[src/rtl/as_uart_responder.sv]
// Register-access command responder sitting behind a byte UART.
// Decodes 'W' addr data / 'R' addr commands and answers with exactly one byte:
// 'K' for writes, the register value for reads, '?' for rejected commands.

package as_pack;
  localparam int unsigned uart_width = 8;
endpackage

module as_uart_responder
  import as_pack::*;
#(
  parameter int unsigned AW          = 4,
  parameter int unsigned TIMEOUT_CYC = 1000000
) (
  input  logic                  clk_i,
  input  logic                  rst_i,
  input  logic [uart_width-1:0] rx_data_i,
  input  logic                  rx_rdy_i,
  output logic [uart_width-1:0] tx_data_o,
  output logic                  tx_start_o,
  input  logic                  tx_rdy_i,
  output logic [AW-1:0]         reg_addr_o,
  output logic [uart_width-1:0] reg_wdata_o,
  output logic                  reg_we_o,
  input  logic [uart_width-1:0] reg_rdata_i,
  output logic                  err_o
);

  localparam int unsigned CW = $clog2(TIMEOUT_CYC + 1);

  localparam logic [2:0] S_IDLE     = 3'd0;
  localparam logic [2:0] S_GET_ADDR = 3'd1;
  localparam logic [2:0] S_GET_DATA = 3'd2;
  localparam logic [2:0] S_EXEC     = 3'd3;
  localparam logic [2:0] S_SEND     = 3'd4;
  localparam logic [2:0] S_TX_WAIT  = 3'd5;

  localparam logic [uart_width-1:0] OP_WR   = 8'h57;
  localparam logic [uart_width-1:0] OP_RD   = 8'h52;
  localparam logic [uart_width-1:0] RSP_ACK = 8'h4B;
  localparam logic [uart_width-1:0] RSP_ERR = 8'h3F;

  logic [2:0]            state_q, state_d;
  logic                  is_wr_q, is_wr_d;
  logic [AW-1:0]         addr_q, addr_d;
  logic [uart_width-1:0] wdata_q, wdata_d;
  logic [uart_width-1:0] tx_data_q, tx_data_d;
  logic                  reg_we_q, reg_we_d;
  logic                  err_q, err_d;
  logic [CW-1:0]         cnt_q, cnt_d;
  logic [1:0]            wait_q, wait_d;
  logic                  tx_start_c;
  logic                  addr_bad_c;
  logic                  timeout_c;

  // Address byte is out of range when any bit above the register index is set
  assign addr_bad_c = (rx_data_i >> AW) != '0;
  assign timeout_c  = (cnt_q == CW'(TIMEOUT_CYC - 1));

  // Next-state, datapath and output decode
  always_comb begin
    state_d    = state_q;
    is_wr_d    = is_wr_q;
    addr_d     = addr_q;
    wdata_d    = wdata_q;
    tx_data_d  = tx_data_q;
    reg_we_d   = 1'b0;
    err_d      = 1'b0;
    cnt_d      = cnt_q;
    wait_d     = wait_q;
    tx_start_c = 1'b0;

    case (state_q)
      S_IDLE: begin
        cnt_d = '0;
        if (rx_rdy_i) begin
          if (rx_data_i == OP_WR || rx_data_i == OP_RD) begin
            is_wr_d = (rx_data_i == OP_WR);
            state_d = S_GET_ADDR;
          end else begin
            tx_data_d = RSP_ERR;
            err_d     = 1'b1;
            state_d   = S_SEND;
          end
        end
      end
      S_GET_ADDR: begin
        if (rx_rdy_i) begin
          cnt_d  = '0;
          addr_d = rx_data_i[AW-1:0];
          if (addr_bad_c) begin
            tx_data_d = RSP_ERR;
            err_d     = 1'b1;
            state_d   = S_SEND;
          end else if (is_wr_q) begin
            state_d = S_GET_DATA;
          end else begin
            state_d = S_EXEC;
          end
        end else if (timeout_c) begin
          cnt_d   = '0;
          err_d   = 1'b1;
          state_d = S_IDLE;
        end else begin
          cnt_d = cnt_q + CW'(1);
        end
      end
      S_GET_DATA: begin
        if (rx_rdy_i) begin
          cnt_d    = '0;
          wdata_d  = rx_data_i;
          reg_we_d = 1'b1;
          state_d  = S_EXEC;
        end else if (timeout_c) begin
          cnt_d   = '0;
          err_d   = 1'b1;
          state_d = S_IDLE;
        end else begin
          cnt_d = cnt_q + CW'(1);
        end
      end
      S_EXEC: begin
        if (rx_rdy_i) err_d = 1'b1;
        tx_data_d = is_wr_q ? RSP_ACK : reg_rdata_i;
        state_d   = S_SEND;
      end
      S_SEND: begin
        if (rx_rdy_i) err_d = 1'b1;
        if (tx_rdy_i) begin
          tx_start_c = 1'b1;
          wait_d     = 2'd2;
          state_d    = S_TX_WAIT;
        end
      end
      S_TX_WAIT: begin
        if (rx_rdy_i) err_d = 1'b1;
        if (wait_q != 2'd0) begin
          wait_d = wait_q - 2'd1;
        end else if (tx_rdy_i) begin
          state_d = S_IDLE;
        end
      end
      default: begin
        state_d = S_IDLE;
      end
    endcase
  end

  // State and output registers
  always_ff @(posedge clk_i) begin
    if (rst_i) begin
      state_q   <= S_IDLE;
      is_wr_q   <= 1'b0;
      addr_q    <= '0;
      wdata_q   <= '0;
      tx_data_q <= '0;
      reg_we_q  <= 1'b0;
      err_q     <= 1'b0;
      cnt_q     <= '0;
      wait_q    <= '0;
    end else begin
      state_q   <= state_d;
      is_wr_q   <= is_wr_d;
      addr_q    <= addr_d;
      wdata_q   <= wdata_d;
      tx_data_q <= tx_data_d;
      reg_we_q  <= reg_we_d;
      err_q     <= err_d;
      cnt_q     <= cnt_d;
      wait_q    <= wait_d;
    end
  end

  // Start must coincide with the cycle the transmitter reports ready
  assign tx_start_o  = tx_start_c;
  assign tx_data_o   = tx_data_q;
  assign reg_addr_o  = addr_q;
  assign reg_wdata_o = wdata_q;
  assign reg_we_o    = reg_we_q;
  assign err_o       = err_q;

endmodule

[config.mk]
export PLATFORM = sky130hd
export DESIGN_NAME = as_uart_responder
export DESIGN_NICKNAME = d
export VERILOG_FILES = /design/src/rtl/as_uart_responder.sv
export SDC_FILE = /design/constraint.sdc
export NUM_CORES = 1
export LEC_CHECK = 0
export CORE_UTILIZATION = 56
export CTS_BUF_LIST = sky130_fd_sc_hd__clkbuf_16
export CTS_CLUSTER_SIZE = 16
export DETAILED_ROUTE_END_ITERATION = 8
export PLACE_DENSITY = 0.85
export SYNTH_ARGS = -nofsm -noshare
export SYNTH_HDL_FRONTEND = slang
export SYNTH_SLANG_ARGS = --single-unit
[constraint.sdc]
create_clock -name clk_i -period 3.6 [get_ports clk_i]
set_input_delay 0.72 -clock clk_i [delete_from_list [all_inputs] [get_ports clk_i]]
set_output_delay 0.72 -clock clk_i [all_outputs]
set_load 0.1 [all_outputs]
Word level (Yosys, flattened, before mapping)
Cells that the tools add are included.
{"block": "totals", "rom_bits": 0, "reg_bits": 48, "output_inout_bits": 23, "in_bits": 20, "n_memories": 0, "mem_bits_rw": 0, "latch_bits": 0}
{"block": "classes", "magnitude_cmp": 0, "n_reduce_logical": 16, "n_bitwise": 1, "div": 0, "muxes": 33, "n_addsub": 2, "eq_ne": 16, "shifts": 0, "n_mul": 0}
{"op": "$mux 20", "n": 2}
{"op": "$mux 8", "n": 5}
{"op": "$pmux 20 s2", "n": 1}
{"op": "$mux 3", "n": 9}
{"op": "$pmux 8 s3", "n": 1}
{"op": "$add 20x1->20 const B", "n": 1}
{"op": "$eq 20x20->1 const B", "n": 1}
{"op": "$pmux 3 s6", "n": 1}
{"op": "$eq 8x7->1 const B", "n": 2}
{"op": "$ne 2x2->1 const B", "n": 8}
{"op": "$mux 1", "n": 10}
{"op": "$reduce_bool 8->1", "n": 1}
{"op": "$eq 3x2->1 const B", "n": 2}
{"op": "$eq 3x3->1 const B", "n": 2}
{"op": "$reduce_and 3->1", "n": 2}
{"op": "$reduce_bool 2->1", "n": 3}
{"op": "$reduce_and 5->1", "n": 1}
{"op": "$mux 2", "n": 2}
{"op": "$pmux 1 s4", "n": 1}
{"op": "$pmux 2 s2", "n": 1}
{"op": "$reduce_and 2->1", "n": 2}
{"op": "$reduce_and 4->1", "n": 1}
{"op": "$reduce_or 2->1", "n": 2}
{"op": "$eq 3x1->1 const B", "n": 1}
{"op": "6 further kinds", "n": 6}

Longest topological paths before layout
Gate-level depths: netlist (run 1).
{"block": "logic_depth", "depth_word": 5, "ltp_mapped": 7, "mapped_depth_nobuf": 7}

Worst setup path after synthesis (run 1)
Ideal clock, no wire load.
{"block": "synth_timing", "path_type": "in2out", "startpoint": "in tx_rdy_i", "endpoint": "out tx_start_o", "cell_stages": 1, "slack_ps": -22, "t_arrival_ps": 2902, "path_buffers": 0, "path_cell_list": "nor3b_1"}
{"block": "synth_via", "elab_chain_len": 2}
{"element": "from (decl)", "line_no": "21", "rtl": "input logic tx_rdy_i,"}
{"element": "$mux 1", "line_no": "129", "rtl": "if (tx_rdy_i) begin"}
{"element": "$mux 1", "line_no": "73", "rtl": "case (state_q)"}
{"element": "to (decl)", "line_no": "20", "rtl": "output logic tx_start_o,"}
Every way passes these cells.

Worst setup path in the final report (run 1)
{"block": "layout_timing", "startpoint": "reg tx_data_q[5], in the netlist tx_data_o[5]", "endpoint": "out tx_data_o[5]"}
{"element": "from (decl)", "line_no": "47", "rtl": "logic [uart_width-1:0] tx_data_q, tx_data_d;"}
{"element": "from (signal assigned)", "line_no": "166", "rtl": "tx_data_q <= tx_data_d;"}
{"element": "to (decl)", "line_no": "19", "rtl": "output logic [uart_width-1:0] tx_data_o,"}
No word-level cell between the ends.

==> results of run 1 <==
[state kept, by name (all words and copies together) (netlist names)]
signal	cells
cnt_q	20
reg_wdata_o	8
tx_data_o	8
reg_addr_o	4
state_q	3
wait_q	2
err_o	1
is_wr_q	1
reg_we_o	1
[where the power goes]
group          switching (mW)  total, mW  internal [mW]
registers              0.0185      0.563          0.545
clock network           0.193      0.448          0.256
logic                   0.134      0.198         0.0649
total                   0.345       1.21          0.866
[worst paths after layout]
kind / endpoint / slack, ns
max: tx_data_o[5] / 1.09
min: reg_wdata_o[1] / 0.46
max reg2reg: cnt_q[19] / 1.43
min reg2reg: reg_wdata_o[1] / 0.46
[cell type report]
class	count	area, sq um
fill	318	1100
sequential	48	961
inverter	7	26.3
clock buffer	5	125
timing repair buffer	43	425
clock inverter	3	18.8
tap	50	62.6
multi-input combinational	217	1280
[layer usage]
metal | GRT usage | vias to the layer above
met2 | 0.380 | 58
met4 | 0.0851 | 0
met1 | 0.334 | 1014
met3 | 0.0668 | 8
li1 | - | 1087
met5 | 0 | -
[metrics by stage]
| step | utilization | instances | hold slack [ns] |
|---|---|---|---|
| after global routing | 0.725 | 373 | 0.471 |
| after global placement | 0.689 | 365 | 0.442 |
| after detailed placement | 0.689 | 365 | 0.449 |
| final | 0.725 | 373 | 0.456 |
| after floorplan | - | 285 | 0.471 |
| after CTS | 0.725 | 373 | 0.458 |
[synth_stat cells (all sizes together) (2+ instances only)]
library cell / count
nand3: 6
buf: 5
o41a: 2
mux2i: 6
o21a: 8
or3: 4
nand4b: 2
xnor2: 7
nor3b: 2
a31oi: 3
nand4: 10
dfxtp: 48
nor3: 11
a22oi: 2
nand2: 30
nor4: 3
nand2b: 2
o211ai: 2
o21ai: 10
inv: 7
a21oi: 23
and3: 4
a21o: 6
a211oi: 4
xor2: 7
clkbuf: 8
ha: 2
nor2b: 2
nor2: 48
[cell families after synthesis]
kind of cell	count (synthesis)
flip-flops	48
buffers and inverters	20
AO/OA/AOI/OAI	66
AND/OR/NAND/NOR	129
XOR/XNOR	14
adder cells (fa/ha/maj)	2
multiplexers	6
==> impl.org, run 1 <==
** Outcome
- The flow ran to the end, and the final reports show no timing, DRC or antenna violations.

** Timing
- Setup violations remaining at the end of the flow were counted as 0.
- For the pin with the worst max-slew slack, the measured transition is 0.994 ns.
- Of the available clock period, the critical path in the final layout requires 0.698.
- For the finished layout, the period the worst path requires is 2.51 ns.
- The worst path meets setup with 1.09 ns of slack.
- The worst pin sits at a relative slew slack of 0.335.
- FMAX :: 398 MHz
- Number of slew-limit violations in the final report :: 0
- Number of hold-slack violations in the final timing report :: 0
- Summed over all failing endpoints, the final setup total negative slack is 0 ns.
- Clock skew on the completed layout was measured at 0.00633 ns.
- Setup repair after global routing missed its margin :: false

** Worst setup path
- Crit-path cells :: clkdlybuf4s50_1
- The largest individual stage delay along the critical path comes from the cell clkdlybuf4s50_1.
- Worst reg2reg path startpoint :: state_q[0]
- The worst setup path is captured at a primary output.
- In this run the number of cells on the critical path is 1.
- Of all nets on the critical path, the largest fanout is 2.
- Worst Path Buf+Inv :: 1
- At the worst endpoint, the required time is 2.88 ns.
- Longest individual stage delay on the worst path :: 1.15 ns
- Critical path type :: reg -> out
- Nature of the critical path startpoint :: flop
- Data on the critical path arrives at its endpoint at 1.79 ns.
- Register-to-Register Path Depth :: 5
- Critical Path Source :: tx_data_o[5]
- Largest delay share family, worst path :: buffers and inverters

** Global route
- Number of global-route vias before repair :: 1894
- The number of antenna violations at the first check in global routing was 0.
- Wire length of the first global-routing pass :: 8420 microns
- Entering global routing, the biggest net connects 23 pins.
- Global-route usage over all layers :: 0.248
- Global routing finished with a remaining overflow of 0.

** Power and ir drop
- Power density cells :: 417 nW/um^2
- Reported leakage power :: 0.996 nW
- Power consumption :: 1.21 mW
- The worst-case IR drop observed on VDD is 418 uV.

** Logic synthesis
- Of the synthesized area, sequential elements account for 0.410.
- Of the total synthesized cell area, the portion taken by AND, OR, NAND and NOR gates is 0.270.
- Yosys attributes the largest share of cell area to dfxtp_1 41%, nor2_1 7.7%, a21oi_1 4.7%.
- A synthesized cell averages 8.21 sq um.
- The share of synthesized area in the top cell type comes to 0.410.
- Largest family of logic cells by synthesized area :: simple AND/OR/NAND/NOR gates
- Mux contribution to synthesized area :: 0.0257
- Of the total synthesized cell area, the portion taken by full adders, half adders and majority gates is 0.0107.
- The synthesized netlist occupies a cell area of 2340 sq um.
- Async SR Flop Fraction :: 0
- Biggest area consumer among synthesized cells :: dfxtp_1
- Compound-cell area share of the yosys netlist :: 0.185
- Among all flip-flop cells after synthesis, the most frequent one is dfxtp_1.
- During synthesis, Yosys emitted a total of 0 warnings.
- Counting flops and latches in the post-synthesis netlist gives 48.
- In this run, synthesis inferred 0 flip-flops with an integrated enable.
- Synthesis produced 285 cells.
- Synthesis instantiated 51 different standard cells from the library.
- When the netlist entered floorplanning its net count stood at 307.
- Xor/xnor share of the synthesized area :: 0.0524

** Clock network
- Number of sinks handled by clock tree synthesis :: 48
- The H-tree generated during clock tree synthesis spans 2 levels.
- Clock tree from TritonCTS :: built
- Number of buffers inserted by post-CTS setup repair :: 0
- In this run the clock root is driven by a clkbuf_16.
- TritonCTS created 5 clock buffers.
- At the later pin of the worst-skew pair, clock insertion delay measures 0.29 ns.
- Post_cts resized :: 0
- Maximum number of buffers from clock root to sink :: 2
- Cts hold-fix bufs :: 0
- Clk slew on worst S/H paths :: 0.06 ns

** Final layout
- ANT cells :: 0
- Post-layout net count :: 344
- Highest-count cells in the layout ignoring fill and taps :: 48 x nor2_1, 48 x dfxtp_1, 41 x clkdlybuf4s50_1
- Summing all non-filler instances in the final layout gives an area of 2900 sq um.
- From synthesis to final layout, the design area changed by 23.8%.
- In the final layout, the share of cells above drive strength 1 is 0.0619.

** Die
- The die covers 4440 sq um.
- The floorplan step set the die height to 66.7 microns.
- In this run the core area contains 23 standard-cell rows.
- During I/O placement, the number of pins put on the boundary was 43.
- The die is 66.7 microns wide.
- The total area inside the core boundary comes to 4000 sq um.
- Initial standard-cell utilization of the core :: 0.585

** Hold path
- The min-delay analysis places its worst path in the category reg -> reg.
- Startpoint of the tightest hold check path :: reg_wdata_o[1]
- Depth of the worst hold-timing path :: 2

** Routing
- After detailed routing, the wire length on met1 is 2370 microns.
- The final route contains 2167 vias.
- Router iterations before antenna repair :: 4
- Post-route DRC :: 0
- After detailed routing, the number of vias per cell comes to 5.81.
- Total wirelength of the detailed-routed design :: 5160 microns
- After detailed routing, no signal wire sits above met4.
- Detail Route met2 WL :: 2440 microns
- The count of nets left with antenna violations once routing finished came out at 0.
- Detailed-routed wire length on met3 :: 274 microns
- The first routing iteration left 122 violations.
- WL/cell :: 13.8 microns

** Placed design
- Input and output buffers added on the ports amount to 42.
- Worst setup slack before clock tree synthesis :: 1.03 ns
- Placement Cell Area :: 2760 sq um
- Final weighted congestion in routability-driven placement :: 0.862
- Detailed placement finished with a half-perimeter wire length of 3630 microns.

** Flow run
- Number of max-cap violations :: 0
Power figures use the tool's default switching activity.
==> inputs of run 2 (changes only) <==
--- a/config.mk
+++ b/config.mk
@@ -5,11 +5,11 @@
 export SDC_FILE = /design/constraint.sdc
 export NUM_CORES = 1
 export LEC_CHECK = 0
-export CORE_UTILIZATION = 56
+export CORE_UTILIZATION = 47
 export CTS_BUF_LIST = sky130_fd_sc_hd__clkbuf_16
 export CTS_CLUSTER_SIZE = 16
 export DETAILED_ROUTE_END_ITERATION = 8
-export PLACE_DENSITY = 0.85
+export PLACE_DENSITY = 0.76
 export SYNTH_ARGS = -nofsm -noshare
 export SYNTH_HDL_FRONTEND = slang
 export SYNTH_SLANG_ARGS = --single-unit
==> constraint.sdc (replaced) <==
create_clock -name clk_i -period 2.2 [get_ports clk_i]
set_input_delay 0.44 -clock clk_i [delete_from_list [all_inputs] [get_ports clk_i]]
set_output_delay 0.44 -clock clk_i [all_outputs]
set_load 0.1 [all_outputs]
==> impl.org, run 2 (synthesis gave the netlist of run 1 again) <==
** Power and ir drop
- In this run the static leakage power is 1.12 nW.
- Dividing total power by cell area gives a power density of 709 nW/um^2.
- The analysis attributes to net switching a power of 0.586 mW.
- Largest vdd supply drop :: 416 uV
- Clock network fraction of total power :: 0.405
- The share of total power dissipated in sequential elements is 0.426.
- Of the total power, the share spent switching nets is 0.274.
- The share of total power dissipated in combinational logic is 0.168.
- Cell internal power was estimated by the tool at 1.55 mW.

** Worst setup path
- STA classifies the critical path startpoint as a flop.
- Crit-path cells :: or4b_4 -> nor3_4 -> nand2_2 -> a21oi_4 -> nor3_1
- The worst register-to-register path has a setup slack of 0.19 ns.
- Critical path type :: reg -> reg
- Longest individual stage delay on the worst path :: 0.57 ns
- Cell with the biggest individual delay on the critical path :: or4b_4
- Type of destination of the critical path :: flop
- Largest delay share family, worst path :: simple AND/OR/NAND/NOR gates
- The number of buffers and inverters on the critical path is 0.
- Data arrival time of the worst path :: 2.17 ns
- STA puts the critical path data required time at 2.36 ns.
- Along the worst path, the maximum fanout reaches 16.

** Routing
- Dividing the detail-routed via count by the number of cells gives 5.25.
- First DRT Iteration DRCs :: 172
- Overall via count from detail_route :: 2120
- After detailed routing, the total wire length is 5300 microns.
- After detailed routing, the number of remaining DRC violations is 0.
- In the final routed layout, each cell accounts on average for 13.1 microns.
- For this run, the detailed router's first-pass iteration total came to 5.
- Number of nets still failing antenna checks after routing :: 0

** Placed design
- Buffers placed on the I/O ports in this run total 42.
- Routability-driven placement finished with a final weighted congestion of 0.848.
- Detailed placement HPWL :: 3800 microns
- Placement Cell Area :: 2850 sq um

** Global route
- The number of global-route vias before repair came to 1986.
- The number of antenna violations at the first check in global routing was 0.
- Wire length of the first global-routing pass :: 9120 microns
- Global-route usage over all layers :: 0.221
- Entering global routing, the biggest net connects 19 pins.
- Grt ovf :: 0

** Die
- Pin placement for this block handled 43 I/O pins.
- Measured along the x axis, the die boundary spans 72.6 microns.
- For this configuration, the core starts out at a cell density of 0.492.
- The die is 72.6 microns tall.
- The region available for standard cell placement spans 4750 sq um.
- Rows :: 25
- The floorplan step defined a die boundary enclosing 5270 sq um.

** Final layout
- More flip-flops sit in one register than any other, and that register is cnt_q.
- Fraction of layout instances using a drive strength above 1 :: 0.166
- Highest-count cells in the layout ignoring fill and taps :: 48 x nor2_1, 48 x dfxtp_1, 37 x buf_4
- For this run, the post-layout net count is 358.
- 0 antenna diodes ended up in the layout.
- Finished layout cell area :: 3020 sq um
- The register with the most flip-flops in the layout has 20 of them.
- Number of fillers in the final layout :: 433
- For this run, the share of the core covered by cells in the final layout is 0.634.
- Area growth syn-to-layout :: 28.9%

** Clock network
- In this run, CTS created clock tree buffers numbering 5.
- Number of buffers inserted by post-CTS setup repair :: 0
- Clock-pin slew was measured on the worst setup and hold paths at 0.06 ns.
- Clock tree from TritonCTS :: built
- At the later pin of the worst-skew pair, clock insertion delay measures 0.29 ns.
- The longest clock path from root to sink contains 2 buffers.
- Cts hold-fix bufs :: 0
- Root Buffer Master :: clkbuf_16
- The clock tree synthesis step divided the H-tree into 2 levels.
- Post_cts resized :: 0
- Number of sinks handled by clock tree synthesis :: 48

** Timing
- After layout, the minimum clock period comes to 2.01 ns.
- Final cycle utilization of the critical path :: 0.914
- Final Setup Violations :: 0
- The worst pin sits at a relative slew slack of 0.674.
- Clock skew on the completed layout was measured at 0.00474 ns.
- Slew of the pin with the lowest slew margin :: 0.488 ns
- Number of hold-slack violations in the final timing report :: 0
- Setup repair after global routing missed its margin :: false
- FMAX :: 497 MHz
- After routing, the total negative slack on setup checks comes to 0 ns.
- The count of final max-slew check failures is 0.

** Outcome
- Run status :: completed

** Flow run
- Number of max-cap violations :: 0

** Hold path
- Path type of the worst min-delay path :: reg -> reg
## run 2: power groups by stage
| stage | sequential, mW | combinational [mW] | clock, mW |
|---|---|---|---|
| 2_1_floorplan | 1.04 | 0.142 | 0 |
| 3_5_place_dp | 0.930 | 0.357 | 0 |
| 4_1_cts | 0.911 | 0.360 | 0.882 |
| 5_1_grt | 0.915 | 0.383 | 0.925 |
| 3_3_place_gp | 0.930 | 0.353 | 0 |
| 6_report | 0.912 | 0.360 | 0.867 |
## run 2: layer usage
| metal | track usage | wire (microns) |
|---|---|---|
| met2 | 0.317 | 2240 |
| met1 | 0.319 | 2770 |
| met4 | 0.0806 | 102 |
| met5 | 0 | 0 |
| met3 | 0.0539 | 180 |
## run 2: worst reg2reg max path, stage by stage, from the launching register on
cell	delay (ns)
dfxtp_1	0.37
or4b_4	0.57
nor3_4	0.29
nand2_2	0.13
a21oi_4	0.40
nor3_1	0.11
## run 2: layout make-up
| class | count | area (sq um) | share of cell area |
|---|---|---|---|
| Multi-Input combinational cell | 217 | 1290 | 0.426 |
| Sequential cell | 48 | 961 | 0.319 |
| Timing Repair Buffer | 57 | 488 | 0.162 |
| Clock buffer | 5 | 125 | 0.0415 |
| Tap cell | 67 | 83.8 | 0.0278 |
| Clock inverter | 3 | 46.3 | 0.0153 |
| Inverter | 7 | 26.3 | 0.00871 |
## run 2: final timing paths
check	endpoint	depth (start not counted)	start
worst max-delay path	cnt_q[17]	5	cnt_q[8]
worst min-delay path	reg_wdata_o[2]	2	reg_wdata_o[2]
worst max register to register	cnt_q[17]	5	cnt_q[8]
worst min register to register	reg_wdata_o[2]	2	reg_wdata_o[2]
## run 2: metrics by stage
stage,std cells,hold slack [ns],power (mW),worst slack [ns]
floorplan,285,0.471,1.18,0.229
global placement,396,0.444,1.28,0.0324
detailed placement,396,0.452,1.29,0.00678
CTS,404,0.461,2.15,0.173
global route,404,0.487,2.22,0.0615
finish,404,0.456,2.14,0.189
